**config.mk**
```make
export PLATFORM = sky130hd
export DESIGN_NAME = dm_arbiter
export DESIGN_NICKNAME = d
export VERILOG_FILES = /design/src/rtl/dm_arbiter_pkg.sv /design/src/rtl/dm_arb_dma_seq.sv /design/src/rtl/dm_arbiter.sv
export SDC_FILE = /design/constraint.sdc
export NUM_CORES = 1
export LEC_CHECK = 0
export ABC_AREA = 0
export CORE_ASPECT_RATIO = 1.75
export CORE_MARGIN = 2
export CORE_UTILIZATION = 26
export CTS_CLUSTER_SIZE = 28
export DETAILED_ROUTE_END_ITERATION = 10
export PLACE_DENSITY_LB_ADDON = 0.12
export SLEW_MARGIN = 20
export SYNTH_ARGS = -nofsm -noshare
export SYNTH_HDL_FRONTEND = slang
export SYNTH_SLANG_ARGS = --single-unit
```
**constraint.sdc**
```tcl
create_clock -name clk_i -period 5.5 [get_ports clk_i]
set_clock_uncertainty 0.2 [all_clocks]
set_input_delay 0.55 -clock clk_i [delete_from_list [all_inputs] [get_ports clk_i]]
set_output_delay 0.55 -clock clk_i [all_outputs]
set_load 0.1 [all_outputs]
```
**src/rtl/dm_arbiter_pkg.sv**
```systemverilog
// ------------------------------------------------------------------
// dm_arbiter_pkg: shared encodings for the data-memory arbiter. Rev 1.0
// ------------------------------------------------------------------
`default_nettype none

package dm_arbiter_pkg;

  // Load/store width codes, identical to the data memory's encoding.
  typedef enum logic [1:0] {
    LS_NONE = 2'b00,
    LS_WORD = 2'b01,
    LS_HALF = 2'b10,
    LS_BYTE = 2'b11
  } ls_e;

  typedef enum logic [1:0] {
    ST_IDLE    = 2'b00,
    ST_CPU_ACC = 2'b01,
    ST_DMA_ACC = 2'b10
  } state_e;

endpackage

`default_nettype wire

```
**src/rtl/dm_arb_dma_seq.sv**
```systemverilog
// ------------------------------------------------------------------
// dm_arb_dma_seq: DMA burst beat/slice counters and address generator. Rev 1.0
// ------------------------------------------------------------------
`default_nettype none

module dm_arb_dma_seq
  import dm_arbiter_pkg::*;
#(
  parameter int SLICE_BEATS = 4,
  parameter int ADDR_W      = 32
) (
  input  logic              clk_i,
  input  logic              rst_ni,
  input  logic [ADDR_W-1:0] dma_addr_i,
  input  logic [4:0]        dma_len_i,
  input  logic              beat_i,
  input  logic              burst_end_i,
  input  logic              slice_end_i,
  output logic              last_o,
  output logic              slice_done_o,
  output logic [ADDR_W-1:0] cur_addr_o,
  output logic [ADDR_W-1:0] next_addr_o
);

  localparam int SLICE_W = $clog2(SLICE_BEATS) + 1;

  logic [4:0]         beat_cnt_q, beat_cnt_d;
  logic [SLICE_W-1:0] slice_cnt_q, slice_cnt_d;
  logic [4:0]         len_eff;

  assign len_eff      = (dma_len_i == 5'd0) ? 5'd1 : dma_len_i;
  assign last_o       = (beat_cnt_q + 5'd1) == len_eff;
  assign slice_done_o = (slice_cnt_q + SLICE_W'(1)) == SLICE_W'(SLICE_BEATS);

  assign cur_addr_o  = dma_addr_i + ADDR_W'({beat_cnt_q, 2'b00});
  assign next_addr_o = dma_addr_i + ADDR_W'({beat_cnt_q + 5'd1, 2'b00});

  always_comb begin
    beat_cnt_d  = beat_cnt_q;
    slice_cnt_d = slice_cnt_q;
    if (burst_end_i) begin
      beat_cnt_d  = '0;
      slice_cnt_d = '0;
    end else if (beat_i) begin
      beat_cnt_d = beat_cnt_q + 5'd1;
      // An exhausted slice holds its count so the CPU can preempt on any later beat.
      if (slice_end_i) begin
        slice_cnt_d = '0;
      end else if (!slice_done_o) begin
        slice_cnt_d = slice_cnt_q + SLICE_W'(1);
      end
    end
  end

  always_ff @(posedge clk_i or negedge rst_ni) begin
    if (!rst_ni) begin
      beat_cnt_q  <= '0;
      slice_cnt_q <= '0;
    end else begin
      beat_cnt_q  <= beat_cnt_d;
      slice_cnt_q <= slice_cnt_d;
    end
  end

endmodule

`default_nettype wire

```
**src/rtl/dm_arbiter.sv**
```systemverilog
// ------------------------------------------------------------------
// dm_arbiter: CPU/DMA arbiter for the single-port data memory. Rev 1.0
// ------------------------------------------------------------------
`default_nettype none

module dm_arbiter
  import dm_arbiter_pkg::*;
#(
  parameter int STARVE_LIMIT = 4,
  parameter int SLICE_BEATS  = 4,
  parameter int ADDR_W       = 32
) (
  input  logic              clk_i,
  input  logic              rst_ni,
  input  logic              cpu_req_i,
  input  logic              cpu_we_i,
  input  logic [1:0]        cpu_ls_i,
  input  logic              cpu_ext_i,
  input  logic [ADDR_W-1:0] cpu_addr_i,
  input  logic [31:0]       cpu_wdata_i,
  output logic [31:0]       cpu_rdata_o,
  output logic              cpu_ack_o,
  output logic              cpu_stall_o,
  input  logic              dma_req_i,
  input  logic              dma_we_i,
  input  logic [ADDR_W-1:0] dma_addr_i,
  input  logic [4:0]        dma_len_i,
  input  logic [31:0]       dma_wdata_i,
  output logic [31:0]       dma_rdata_o,
  output logic              dma_beat_o,
  output logic              dma_done_o,
  output logic [1:0]        dm_ls_o,
  output logic              dm_we_o,
  output logic              dm_ext_o,
  output logic [31:0]       dm_addr_o,
  output logic [31:0]       dm_wdata_o,
  input  logic [31:0]       dm_rdata_i
);

  localparam int STARVE_W = $clog2(STARVE_LIMIT + 1);

  state_e              state_q, state_d;
  logic [STARVE_W-1:0] starve_q, starve_d;
  logic [1:0]          dm_ls_q, dm_ls_d;
  logic                dm_we_q, dm_we_d;
  logic                dm_ext_q, dm_ext_d;
  logic [31:0]         dm_addr_q, dm_addr_d;
  logic [31:0]         dm_wdata_q, dm_wdata_d;
  logic [31:0]         cpu_rdata_q, cpu_rdata_d;
  logic [31:0]         dma_rdata_q, dma_rdata_d;
  logic                cpu_ack_q, cpu_ack_d;
  logic                dma_beat_q, dma_beat_d;
  logic                dma_done_q, dma_done_d;

  logic                seq_beat, seq_burst_end, seq_slice_end;
  logic                seq_last, seq_slice_done;
  logic [ADDR_W-1:0]   seq_cur_addr, seq_next_addr;
  logic                dma_starved;

  dm_arb_dma_seq #(
    .SLICE_BEATS (SLICE_BEATS),
    .ADDR_W      (ADDR_W)
  ) u_dma_seq (
    .clk_i        (clk_i),
    .rst_ni       (rst_ni),
    .dma_addr_i   (dma_addr_i),
    .dma_len_i    (dma_len_i),
    .beat_i       (seq_beat),
    .burst_end_i  (seq_burst_end),
    .slice_end_i  (seq_slice_end),
    .last_o       (seq_last),
    .slice_done_o (seq_slice_done),
    .cur_addr_o   (seq_cur_addr),
    .next_addr_o  (seq_next_addr)
  );

  assign dma_starved = dma_req_i && (starve_q == STARVE_W'(STARVE_LIMIT));

  always_comb begin
    state_d       = state_q;
    starve_d      = starve_q;
    dm_ls_d       = LS_NONE;
    dm_we_d       = 1'b0;
    dm_ext_d      = 1'b0;
    dm_addr_d     = dm_addr_q;
    dm_wdata_d    = dm_wdata_q;
    cpu_rdata_d   = cpu_rdata_q;
    dma_rdata_d   = dma_rdata_q;
    cpu_ack_d     = 1'b0;
    dma_beat_d    = 1'b0;
    dma_done_d    = 1'b0;
    seq_beat      = 1'b0;
    seq_burst_end = 1'b0;
    seq_slice_end = 1'b0;
    case (state_q)
      ST_IDLE: begin
        if (cpu_req_i && !dma_starved) begin
          state_d    = ST_CPU_ACC;
          dm_ls_d    = cpu_ls_i;
          dm_we_d    = cpu_we_i && (cpu_ls_i != LS_NONE);
          dm_ext_d   = cpu_ext_i;
          dm_addr_d  = 32'(cpu_addr_i);
          dm_wdata_d = cpu_wdata_i;
        end else if (dma_req_i) begin
          state_d    = ST_DMA_ACC;
          dm_ls_d    = LS_WORD;
          dm_we_d    = dma_we_i;
          dm_addr_d  = 32'(seq_cur_addr);
          dm_wdata_d = dma_wdata_i;
        end
      end
      ST_CPU_ACC: begin
        cpu_ack_d   = 1'b1;
        cpu_rdata_d = (dm_ls_q == LS_NONE) ? 32'h0 : dm_rdata_i;
        if (!dma_req_i) begin
          starve_d = '0;
        end else if (!dma_starved) begin
          starve_d = starve_q + STARVE_W'(1);
        end
        state_d = ST_IDLE;
      end
      ST_DMA_ACC: begin
        dma_beat_d = 1'b1;
        seq_beat   = 1'b1;
        if (!dm_we_q) begin
          dma_rdata_d = dm_rdata_i;
        end
        if (!dma_req_i || seq_last) begin
          // A withdrawn request ends the burst silently; a natural end signals done.
          dma_done_d    = dma_req_i;
          seq_burst_end = 1'b1;
          starve_d      = '0;
          state_d       = ST_IDLE;
        end else if (seq_slice_done && cpu_req_i) begin
          seq_slice_end = 1'b1;
          starve_d      = '0;
          state_d       = ST_IDLE;
        end else begin
          dm_ls_d    = LS_WORD;
          dm_we_d    = dma_we_i;
          dm_addr_d  = 32'(seq_next_addr);
          dm_wdata_d = dma_wdata_i;
        end
      end
      default: state_d = ST_IDLE;
    endcase
  end

  always_ff @(posedge clk_i or negedge rst_ni) begin
    if (!rst_ni) begin
      state_q     <= ST_IDLE;
      starve_q    <= '0;
      dm_ls_q     <= LS_NONE;
      dm_we_q     <= 1'b0;
      dm_ext_q    <= 1'b0;
      dm_addr_q   <= '0;
      dm_wdata_q  <= '0;
      cpu_rdata_q <= '0;
      dma_rdata_q <= '0;
      cpu_ack_q   <= 1'b0;
      dma_beat_q  <= 1'b0;
      dma_done_q  <= 1'b0;
    end else begin
      state_q     <= state_d;
      starve_q    <= starve_d;
      dm_ls_q     <= dm_ls_d;
      dm_we_q     <= dm_we_d;
      dm_ext_q    <= dm_ext_d;
      dm_addr_q   <= dm_addr_d;
      dm_wdata_q  <= dm_wdata_d;
      cpu_rdata_q <= cpu_rdata_d;
      dma_rdata_q <= dma_rdata_d;
      cpu_ack_q   <= cpu_ack_d;
      dma_beat_q  <= dma_beat_d;
      dma_done_q  <= dma_done_d;
    end
  end

  assign cpu_rdata_o = cpu_rdata_q;
  assign cpu_ack_o   = cpu_ack_q;
  assign cpu_stall_o = cpu_req_i & ~cpu_ack_q;
  assign dma_rdata_o = dma_rdata_q;
  assign dma_beat_o  = dma_beat_q;
  assign dma_done_o  = dma_done_q;
  assign dm_ls_o     = dm_ls_q;
  assign dm_we_o     = dm_we_q;
  assign dm_ext_o    = dm_ext_q;
  assign dm_addr_o   = dm_addr_q;
  assign dm_wdata_o  = dm_wdata_q;

endmodule

`default_nettype wire

```
==> Word-level counts from Yosys, hierarchy flattened <==
Index checks and enable logic that the tools add are counted.
W data, S select, Z words.
{ "word_totals": {"wordCells": 101, "out_inout_bits": 136, "input_bits": 174, "ff_bits": 148} }
{ "classes": {"bitwise_logic": 3, "reduce_logical": 19, "mux": 49, "addsub": 5, "n_eq_ne": 11} }
{ "op_table": {"columns": ["operator", "count"], "rows": [
  ["$mux W32", 9],
  ["$pmux W32 S2", 2],
  ["$add A32 B7 Y32", 2],
  ["$mux W3", 8],
  ["$mux W1", 18],
  ["$mux W5", 3],
  ["$ne A3 B3 Y1 const B", 4],
  ["$mux W2", 5],
  ["$pmux W2 S2", 2],
  ["$reduce_bool A2 Y1", 4],
  ["$add A3 B1 Y3 const B", 2],
  ["$eq A3 B3 Y1 const B", 2],
  ["$pmux W3 S2", 1],
  ["$reduce_and A2 Y1", 3],
  ["$add A5 B1 Y5 const B", 1],
  ["$eq A5 B5 Y1", 1],
  ["$logic_not A5 Y1", 1],
  ["$logic_and A1 B1 Y1", 4],
  ["$logic_not A2 Y1", 2],
  ["$ne A2 B2 Y1 const B", 2],
  ["$reduce_and A4 Y1", 1],
  ["$reduce_and A3 Y1", 1],
  ["$eq A2 B1 Y1 const B", 1],
  ["$eq A2 B2 Y1 const B", 1],
  ["other kinds (5)", 7]
]} }

==> Longest topological paths before layout <==
Gate-level depths: netlist of run 1.
{ "logic_depth": {"depth_word": 9, "depth_mapped": 11, "mapped_depth_nobuf": 10} }

==> By module <==
A second synthesis of run 1 with hierarchy kept.
{ "unflattened": {"hier_cells": 847, "hier_area_um2": 8187.9} }
{ "modules_own_cells": {"columns": ["mod", "seq_area_each_um2", "area_per_inst_um2", "instances", "cells_per_inst"], "rows": [
  ["dm_arbiter", 3503.4, 6278.5, 1, 586],
  ["dm_arb_dma_seq", 200.2, 1909.3, 1, 261]
]} }

==> Worst setup path before layout of run 1 <==
OpenSTA, ideal clock, no wires.
{ "synth_path": {"path_kind": "reg2out", "startpoint": "register cpu_ack_q (netlist: cpu_ack_o)", "endpoint": "output port cpu_stall_o", "arrival_time_ns": 2.211, "path_stages_with_launch": 2, "t_required_ns": 4.750, "path_slack_ns": 2.539, "path_buffers": 0, "cell_sequence": "dfrtp_1 -> nor2b_1"} }
{ "synth_between": {"elab_chain_cells": 2} }
{ "synth_lines": {"columns": ["element", "line", "text"], "rows": [
  ["start: declaration", "dm_arbiter.sv:51", "logic cpu_ack_q, cpu_ack_d;"],
  ["start signal: assignment", "dm_arbiter.sv:173", "cpu_ack_q <= cpu_ack_d;"],
  ["$not A1 Y1", "dm_arbiter.sv:181", "assign cpu_stall_o = cpu_req_i & ~cpu_ack_q;"],
  ["$and A1 B1 Y1", "dm_arbiter.sv:181", null],
  ["end: declaration", "dm_arbiter.sv:23", "output logic cpu_stall_o,"]
]} }
Every way passes these cells.

==> Worst setup path in the final report of run 1 <==
{ "layout_path": {"startpoint": "register u_dma_seq.beat_cnt_q[0]", "endpoint": "register dm_wdata_q[16] (netlist: dm_wdata_o[16])"} }
{ "layout_between": {"elab_chain_cells": 5} }
{ "layout_lines": {"columns": ["element", "line", "text"], "rows": [
  ["start: declaration", "dm_arb_dma_seq.sv:27", "logic [4:0] beat_cnt_q, beat_cnt_d;"],
  ["start signal: assignment", "dm_arb_dma_seq.sv:60", "beat_cnt_q <= beat_cnt_d;"],
  ["$add A5 B1 Y5", "dm_arb_dma_seq.sv:32", "assign last_o = (beat_cnt_q + 5'd1) == len_eff;"],
  ["$eq A5 B5 Y1", "dm_arb_dma_seq.sv:32", null],
  ["$logic_or A1 B1 Y1", "dm_arbiter.sv:128", "if (!dma_req_i || seq_last) begin"],
  ["$ne A2 B2 Y1 (no line)", null, null],
  ["$reduce_and A4 Y1 (no line)", null, null],
  ["end signal: assignment", "dm_arbiter.sv:170", "dm_wdata_q <= dm_wdata_d;"],
  ["end: declaration", "dm_arbiter.sv:48", "logic [31:0] dm_wdata_q, dm_wdata_d;"]
]} }
Every way passes these cells.
A chain may end at the register's enable or synchronous reset.

==> results of run 1 <==
-- placed cells by master (no fill, tap or decap), types with 8 or more instances in the layout --
| master | n |
|---|---|
| clkdlybuf4s50_1 | 308 |
| dfrtp_1 | 148 |
| nand2_1 | 89 |
| o21ai_0 | 57 |
| a22o_1 | 38 |
| nor2_1 | 37 |
| mux2i_1 | 37 |
| mux2_2 | 36 |
| nand3_1 | 30 |
| a21oi_1 | 30 |
| xor2_1 | 22 |
| xnor2_1 | 17 |
| clkbuf_16 | 17 |
| nor3_1 | 16 |
| nand4_1 | 15 |
| ha_1 | 15 |
| buf_4 | 14 |
| a211oi_1 | 10 |
| o31ai_1 | 10 |
| o22ai_1 | 9 |
| inv_1 | 8 |
| inv_6 | 8 |
-- per-stage QoR --
stage	cells	hold WS, ns
finish	1467	0.278
detailed placement	1433	0.269
floorplan	771	0.0544
CTS	1466	0.284
global route	1467	0.299
global placement	1433	0.260
-- worst paths after layout --
path / startpoint / end / cells past startpoint
worst max-delay path: u_dma_seq.beat_cnt_q[0]$_DFFE_PN0P_ / dm_wdata_o[16]$_DFFE_PN0P_ / 7
worst min-delay path: dm_wdata_o[6]$_DFFE_PN0P_ / dm_wdata_o[6]$_DFFE_PN0P_ / 2
worst max register to register: u_dma_seq.beat_cnt_q[0]$_DFFE_PN0P_ / dm_wdata_o[16]$_DFFE_PN0P_ / 7
worst min register to register: dm_wdata_o[6]$_DFFE_PN0P_ / dm_wdata_o[6]$_DFFE_PN0P_ / 2
max in group asynchronous: rst_ni / u_dma_seq.slice_cnt_q[0]$_DFFE_PN0P_ / 3
min in group asynchronous: rst_ni / u_dma_seq.beat_cnt_q[1]$_DFFE_PN0P_ / 2
-- power by group --
group / switching [mW] / internal (mW) / leakage [nW]
clock: 0.522 / 0.648 / 0.277
combinational: 3.79 / 1.23 / 2.75
sequential: 0.244 / 1.51 / 1.84
-- kinds of logic (layout without fill, tap and decap cells) --
logic type,after synthesis,count (layout),synth area share
and+or+nand+nor,231,231,0.141
AOI/OAI and AO/OA,204,204,0.179
DFF,148,148,0.473
muxes,73,73,0.0990
buffers and inverters,58,366,0.0337
xor gates and xnor gates,40,40,0.0457
adders and majority gates,17,17,0.0291
other,0,1,0
-- area by class of cell --
type	instances	area (sq um)	area share
Sequential cell	148	3700	0.311
Timing Repair Buffer	325	3230	0.271
Antenna cell	1	2.50	0.000210
Clock buffer	18	439	0.0368
Tap cell	387	484	0.0406
Clock inverter	14	139	0.0117
Inverter	9	33.8	0.00283
Multi-Input combinational cell	565	3890	0.326
-- layer usage --
layer | up-vias | track usage | share of wire | routed length, um
met1 | 3498 | 0.196 | 0.36 | 10700
met4 | 0 | 0.0785 | 0.034 | 999
met3 | 46 | 0.0428 | 0.058 | 1720
met2 | 284 | 0.349 | 0.55 | 16200
met5 | - | 0 | 0 | 0
li1 | 3412 | - | - | -
-- critical path, delay by kind of cell (launching register included) --
kind	cells	cell delay, ns
DFF	1	0.44
and+or+nand+nor	1	0.39
buffers and inverters	1	0.50
AOI/OAI and AO/OA	2	1.01
adders and majority gates	1	0.27
xor gates and xnor gates	2	0.37
-- state kept, by name (all words and copies together), names as in the netlist, 2 cells and up --
register,cells
cpu_rdata_o,32
state_q,2
u_dma_seq.slice_cnt_q,3
dm_wdata_o,32
dm_addr_o,32
starve_q,3
dma_rdata_o,32
u_dma_seq.beat_cnt_q,5
dm_ls_o,2
==> flow_summary_export.csv, run 1 <==
group,metric,value,unit
logic_synthesis,ys_warn_count,0,
critical_path,crit_slowest_cell,"a311o_2",
clocking,clk_latency,0.44,ns
layout,design_area,11900,sq um
timing,drv_slew,0,
logic_synthesis,synth_edf_count,0,
critical_path,cp-end-kind,"register",
critical_path,critPathKind,"reg -> reg",
timing,min_period,3.38,ns
power,leakage,4.87,nW
logic_synthesis,synthTopCellsByArea,"dfrtp_1 47%, mux2_2 5.2%, mux2i_1 4.7%, nand2_1 4.3%, a22o_1 4.2%",
timing,finalSetupTns,0,ns
floorplan,die_w,135,um
clocking,clockRootBuffer,"clkbuf_16",
clocking,cts_buffers,17,
layout,final_core_util,0.399,
placed_design,dp_hpwl,22800,um
power,power.density,666,nW/um^2
global_routing,grt_usage,0.186,
logic_synthesis,syn-num-nets,962,
global_routing,antenna_found_initial,1,
worst_hold_path,hold_path_class,"reg -> reg",
logic_synthesis,syn_area_per_cell,10.2,sq um
logic_synthesis,synthesis.area,7840,sq um
floorplan,die-area,31600,sq um
critical_path,worstPathRequired,5.60,ns
floorplan,initial_core_util,0.262,
critical_path,cp-start-kind,"register",
power,power,7.94,mW
detailed_routing,first_pass_iters,5,
clocking,cts_htree_levels,4,
layout,syn_to_final_growth,52.1,%
logic_synthesis,synth_common_cells,"148 x dfrtp_1, 89 x nand2_1, 58 x o21ai_0",
global_routing,grt_pass1_vias,7295,
detailed_routing,drt_iter0_markers,354,
placed_design,place_ws,1.71,ns
outcome,status,"finished clean",
flow_run,cap_viol_max_count,0,
timing,relSlewSlack,0.272,
logic_synthesis,synth_top_area_cell,"dfrtp_1",
critical_path,reg2reg_setup_slack,2.12,ns
logic_synthesis,synth-seq-cells,148,
layout,nets,1257,
detailed_routing,wl,29700,um
logic_synthesis,yosys.cell_types.count,59,
logic_synthesis,synth_seq_area_share,0.473,
critical_path,crit_path_max_fanout,46,
clocking,cts-resized-gates,0,
critical_path,critical_path.max_stage_delay,0.85,ns
global_routing,grt_max_degree,58,
timing,timing.final.crit_share,0.614,
timing,layout_setup_ws,2.12,ns
timing,rsz0062_at_grt,"no",
detailed_routing,viasPerCell,4.94,
clocking,cts.sinks,148,
clocking,hold_buffers,1,
floorplan,fp.coreArea,29800,sq um
timing,setup_viol,0,
timing,max_clock_freq,296,MHz
detailed_routing,drc_errors,0,
critical_path,path_cells,"ha_1, xor2_2, xor2_1, nor4_2, a311o_2, buf_4, o21ai_0",
floorplan,num_rows,84,
placed_design,gp_congestion,0.880,
floorplan,ioPinCount,310,
clocking,clk_pin_slew,0.07,ns
timing,hold_violations,0,
clocking,post_cts_buffers,0,
detailed_routing,post_drt_wl_per_cell,20.2,um
critical_path,critPathArrivalTime,3.48,ns
power,irDropWorstVdd,350,uV
timing,worst_pin_slew,1.09,ns
logic_synthesis,synthArstFlopShare,1.00,
global_routing,grt_first_pass_wirelength,43800,um
detailed_routing,ant_nets,0,
placed_design,dpl_cell_area,11300,sq um
logic_synthesis,synth_top_area_share,0.473,
floorplan,die_h,234,um
clocking,clockBufferDepth,2,
placed_design,portBuffers,309,
logic_synthesis,post-synth-top-count-cell,"dfrtp_1",
layout,drive_gt1_frac,0.0945,
logic_synthesis,syn_inst,771,
logic_synthesis,ys.flop_type,"dfrtp_1",
clocking,cts_tree,"built",
global_routing,overflow,0,
detailed_routing,via_count,7240,
layout,fillers,3055,
No activity file was read; power rests on OpenSTA's default activity.
==> inputs of run 2 (changes only) <==
==> constraint.sdc (replaced) <==
create_clock -name clk_i -period 3.45 [get_ports clk_i]
set_clock_uncertainty 0.2 [all_clocks]
set_input_delay 0.345 -clock clk_i [delete_from_list [all_inputs] [get_ports clk_i]]
set_output_delay 0.345 -clock clk_i [all_outputs]
set_load 0.1 [all_outputs]
==> run 2 against run 1 <==
Cell count grew 0.89%. Sequential power rose by 59%. First-iteration DRC count shrank 18%. Maximum frequency grew 6.9%. Critical path depth grew 1. Combinational power up 60%. Critical path type unchanged. Total power grew 60%. Global-route usage up 0.32 points. Largest cell class unchanged. Clock-buffer cell count unchanged. Largest power group unchanged.
==> flow_summary_export.csv, run 2 (synthesized netlist as in run 1, its figures left out) <==
group,metric,value,unit
outcome,status,"finished clean",
detailed_routing,drt_iter0_markers,291,
power,irDropWorstVdd,666,uV
detailed_routing,wl,29400,um
flow_run,cap_viol_max_count,0,
layout,final_common_cell,"clkdlybuf4s50_1",
clocking,hold_buffers,1,
power,power.density,1060,nW/um^2
global_routing,antenna_found_initial,0,
detailed_routing,via_count,7155,
floorplan,ioPinCount,310,
timing,worst_pin_slew,1.06,ns
power,swShare,0.571,
critical_path,critPathKind,"reg -> reg",
global_routing,overflow,0,
placed_design,portBuffers,309,
timing,rsz0062_at_grt,"no",
timing,finalSetupTns,0,ns
global_routing,grt_pass1_vias,7431,
clocking,clk_latency,0.44,ns
power,leakage,4.96,nW
global_routing,grt_usage,0.189,
worst_hold_path,hold_path_class,"in -> async",
power,combPwrFrac,0.632,
timing,hold_ws,0.259,ns
clocking,cts_tree,"built",
timing,setup_viol,0,
timing,timing.final.crit_share,0.916,
placed_design,dp.cells,1447,
detailed_routing,first_pass_iters,5,
critical_path,reg2reg_to,"dm_addr_o[20]$_DFFE_PN0P_",
layout,layout_common_cells,"298 x clkdlybuf4s50_1, 148 x dfrtp_1, 89 x nand2_1, 58 x o21ai_0, 38 x a22o_1",
timing,drv_slew,0,
critical_path,crit_slowest_cell,"fa_1",
critical_path,critical_path.max_stage_delay,0.51,ns
power,internal_power,5.45,mW
global_routing,grt_first_pass_wirelength,44500,um
layout,num_antenna_cells,0,
clocking,clk_pin_slew,0.07,ns
power,p_clk_frac,0.149,
layout,syn_to_final_growth,53.6,%
floorplan,die-area,31600,sq um
floorplan,fp.coreArea,29800,sq um
floorplan,initial_core_util,0.262,
clocking,post_cts_buffers,0,
power,seqPwrFrac,0.219,
placed_design,gp_congestion,0.890,
clocking,cts.sinks,148,
critical_path,crit_path_max_fanout,6,
critical_path,worstPathRequired,3.56,ns
layout,final_cell_count_no_fill,1480,
floorplan,die_h,234,um
clocking,clockRootBuffer,"clkbuf_16",
clocking,cts_buffers,17,
critical_path,startpoint,"u_dma_seq.beat_cnt_q[0]$_DFFE_PN0P_",
detailed_routing,ant_nets,0,
critical_path,endpoint,"dm_addr_o[20]$_DFFE_PN0P_",
critical_path,cp-start-kind,"register",
timing,hold_violations,0,
detailed_routing,drc_errors,0,
critical_path,rr_worst_depth,8,
timing,max_clock_freq,316,MHz
clocking,cts-resized-gates,0,
critical_path,cp-end-kind,"register",
clocking,cts_htree_levels,4,
placed_design,dp_hpwl,22600,um
detailed_routing,post_drt_wl_per_cell,19.9,um
critical_path,critPathArrivalTime,3.28,ns
critical_path,reg2reg_setup_slack,0.29,ns
floorplan,die_w,135,um
timing,min_period,3.16,ns
critical_path,r2r-start,"u_dma_seq.beat_cnt_q[0]$_DFFE_PN0P_",
power,p_switching,7.25,mW
power,power,12.7,mW
layout,nets,1271,
critical_path,path_cells,"ha_1, fa_1, a211o_1, a21o_1, mux2i_1, nor3_1, a211oi_1, o31ai_1",
clocking,clockBufferDepth,2,
detailed_routing,viasPerCell,4.83,
layout,drive_gt1_frac,0.113,
timing,relSlewSlack,0.292,
floorplan,num_rows,84,
global_routing,grt_max_degree,76,
[run 2: changes by cell type in the layout (fill, tap and decap cells not counted), sizes merged]
cell and change:
buf +24, clkdlybuf4s50 -10, inv -7, clkinv +6, bufinv +1, diode -1
[run 2: worst min-delay path by stage]
stage	from	endpoint	slack, ns	depth (start not counted)
after detailed placement	rst_ni	dm_addr_o[5]$_DFFE_PN0P_	0.24	1
final	rst_ni	dm_addr_o[5]$_DFFE_PN0P_	0.26	2
after CTS	cpu_ext_i	dm_ext_o$_DFF_PN0_	0.26	2
after floorplan	rst_ni	cpu_ack_o$_DFF_PN0_	-0.15	0
after global routing	cpu_ext_i	dm_ext_o$_DFF_PN0_	0.29	2
after global placement	rst_ni	dm_addr_o[5]$_DFFE_PN0P_	0.24	1
[run 2: per-stage QoR]
stage	worst slack (ns)	utilization	instance area (sq um)
3_3_place_gp	0.122	0.383	11400
5_1_grt	0.0813	0.403	12000
2_1_floorplan	0.653	-	7840
6_report	0.289	0.403	12000
4_1_cts	0.250	0.403	12000
3_5_place_dp	0.0542	0.383	11400
[run 2: per-layer routing]
metal  part of all wire  routed length (um)  track usage
met5                  0                   0            0
met2               0.54               15900        0.349
met3              0.057                1680       0.0388
met1               0.37               10800        0.205
met4              0.035                1040       0.0859
[run 2: critical path: cells and delay by family (launching register included)]
| kind | cells | cell delay [ns] |
|---|---|---|
| adder cells (fa/ha/maj) | 2 | 0.92 |
| multiplexers | 1 | 0.38 |
| AND/OR/NAND/NOR | 1 | 0.08 |
| flip-flops | 1 | 0.45 |
| AO/OA/AOI/OAI | 4 | 0.99 |
[run 2: final cells by class]
class / instances / area, sq um
clock buffer: 18 / 429
sequential: 148 / 3700
inverter: 9 / 33.8
fill: 2984 / 17800
multi-input combinational: 565 / 3880
timing repair buffer: 339 / 3350
tap: 387 / 484
clock inverter: 14 / 156
[run 2: power groups by stage]
stage          clock, mW  combinational, mW  sequential [mW]
2_1_floorplan          0               1.36             7.35
3_3_place_gp           0               8.08             2.80
3_5_place_dp           0               8.09             2.82
4_1_cts             1.94               8.11             2.79
5_1_grt             2.03               8.34             2.88
6_report            1.89               8.03             2.78
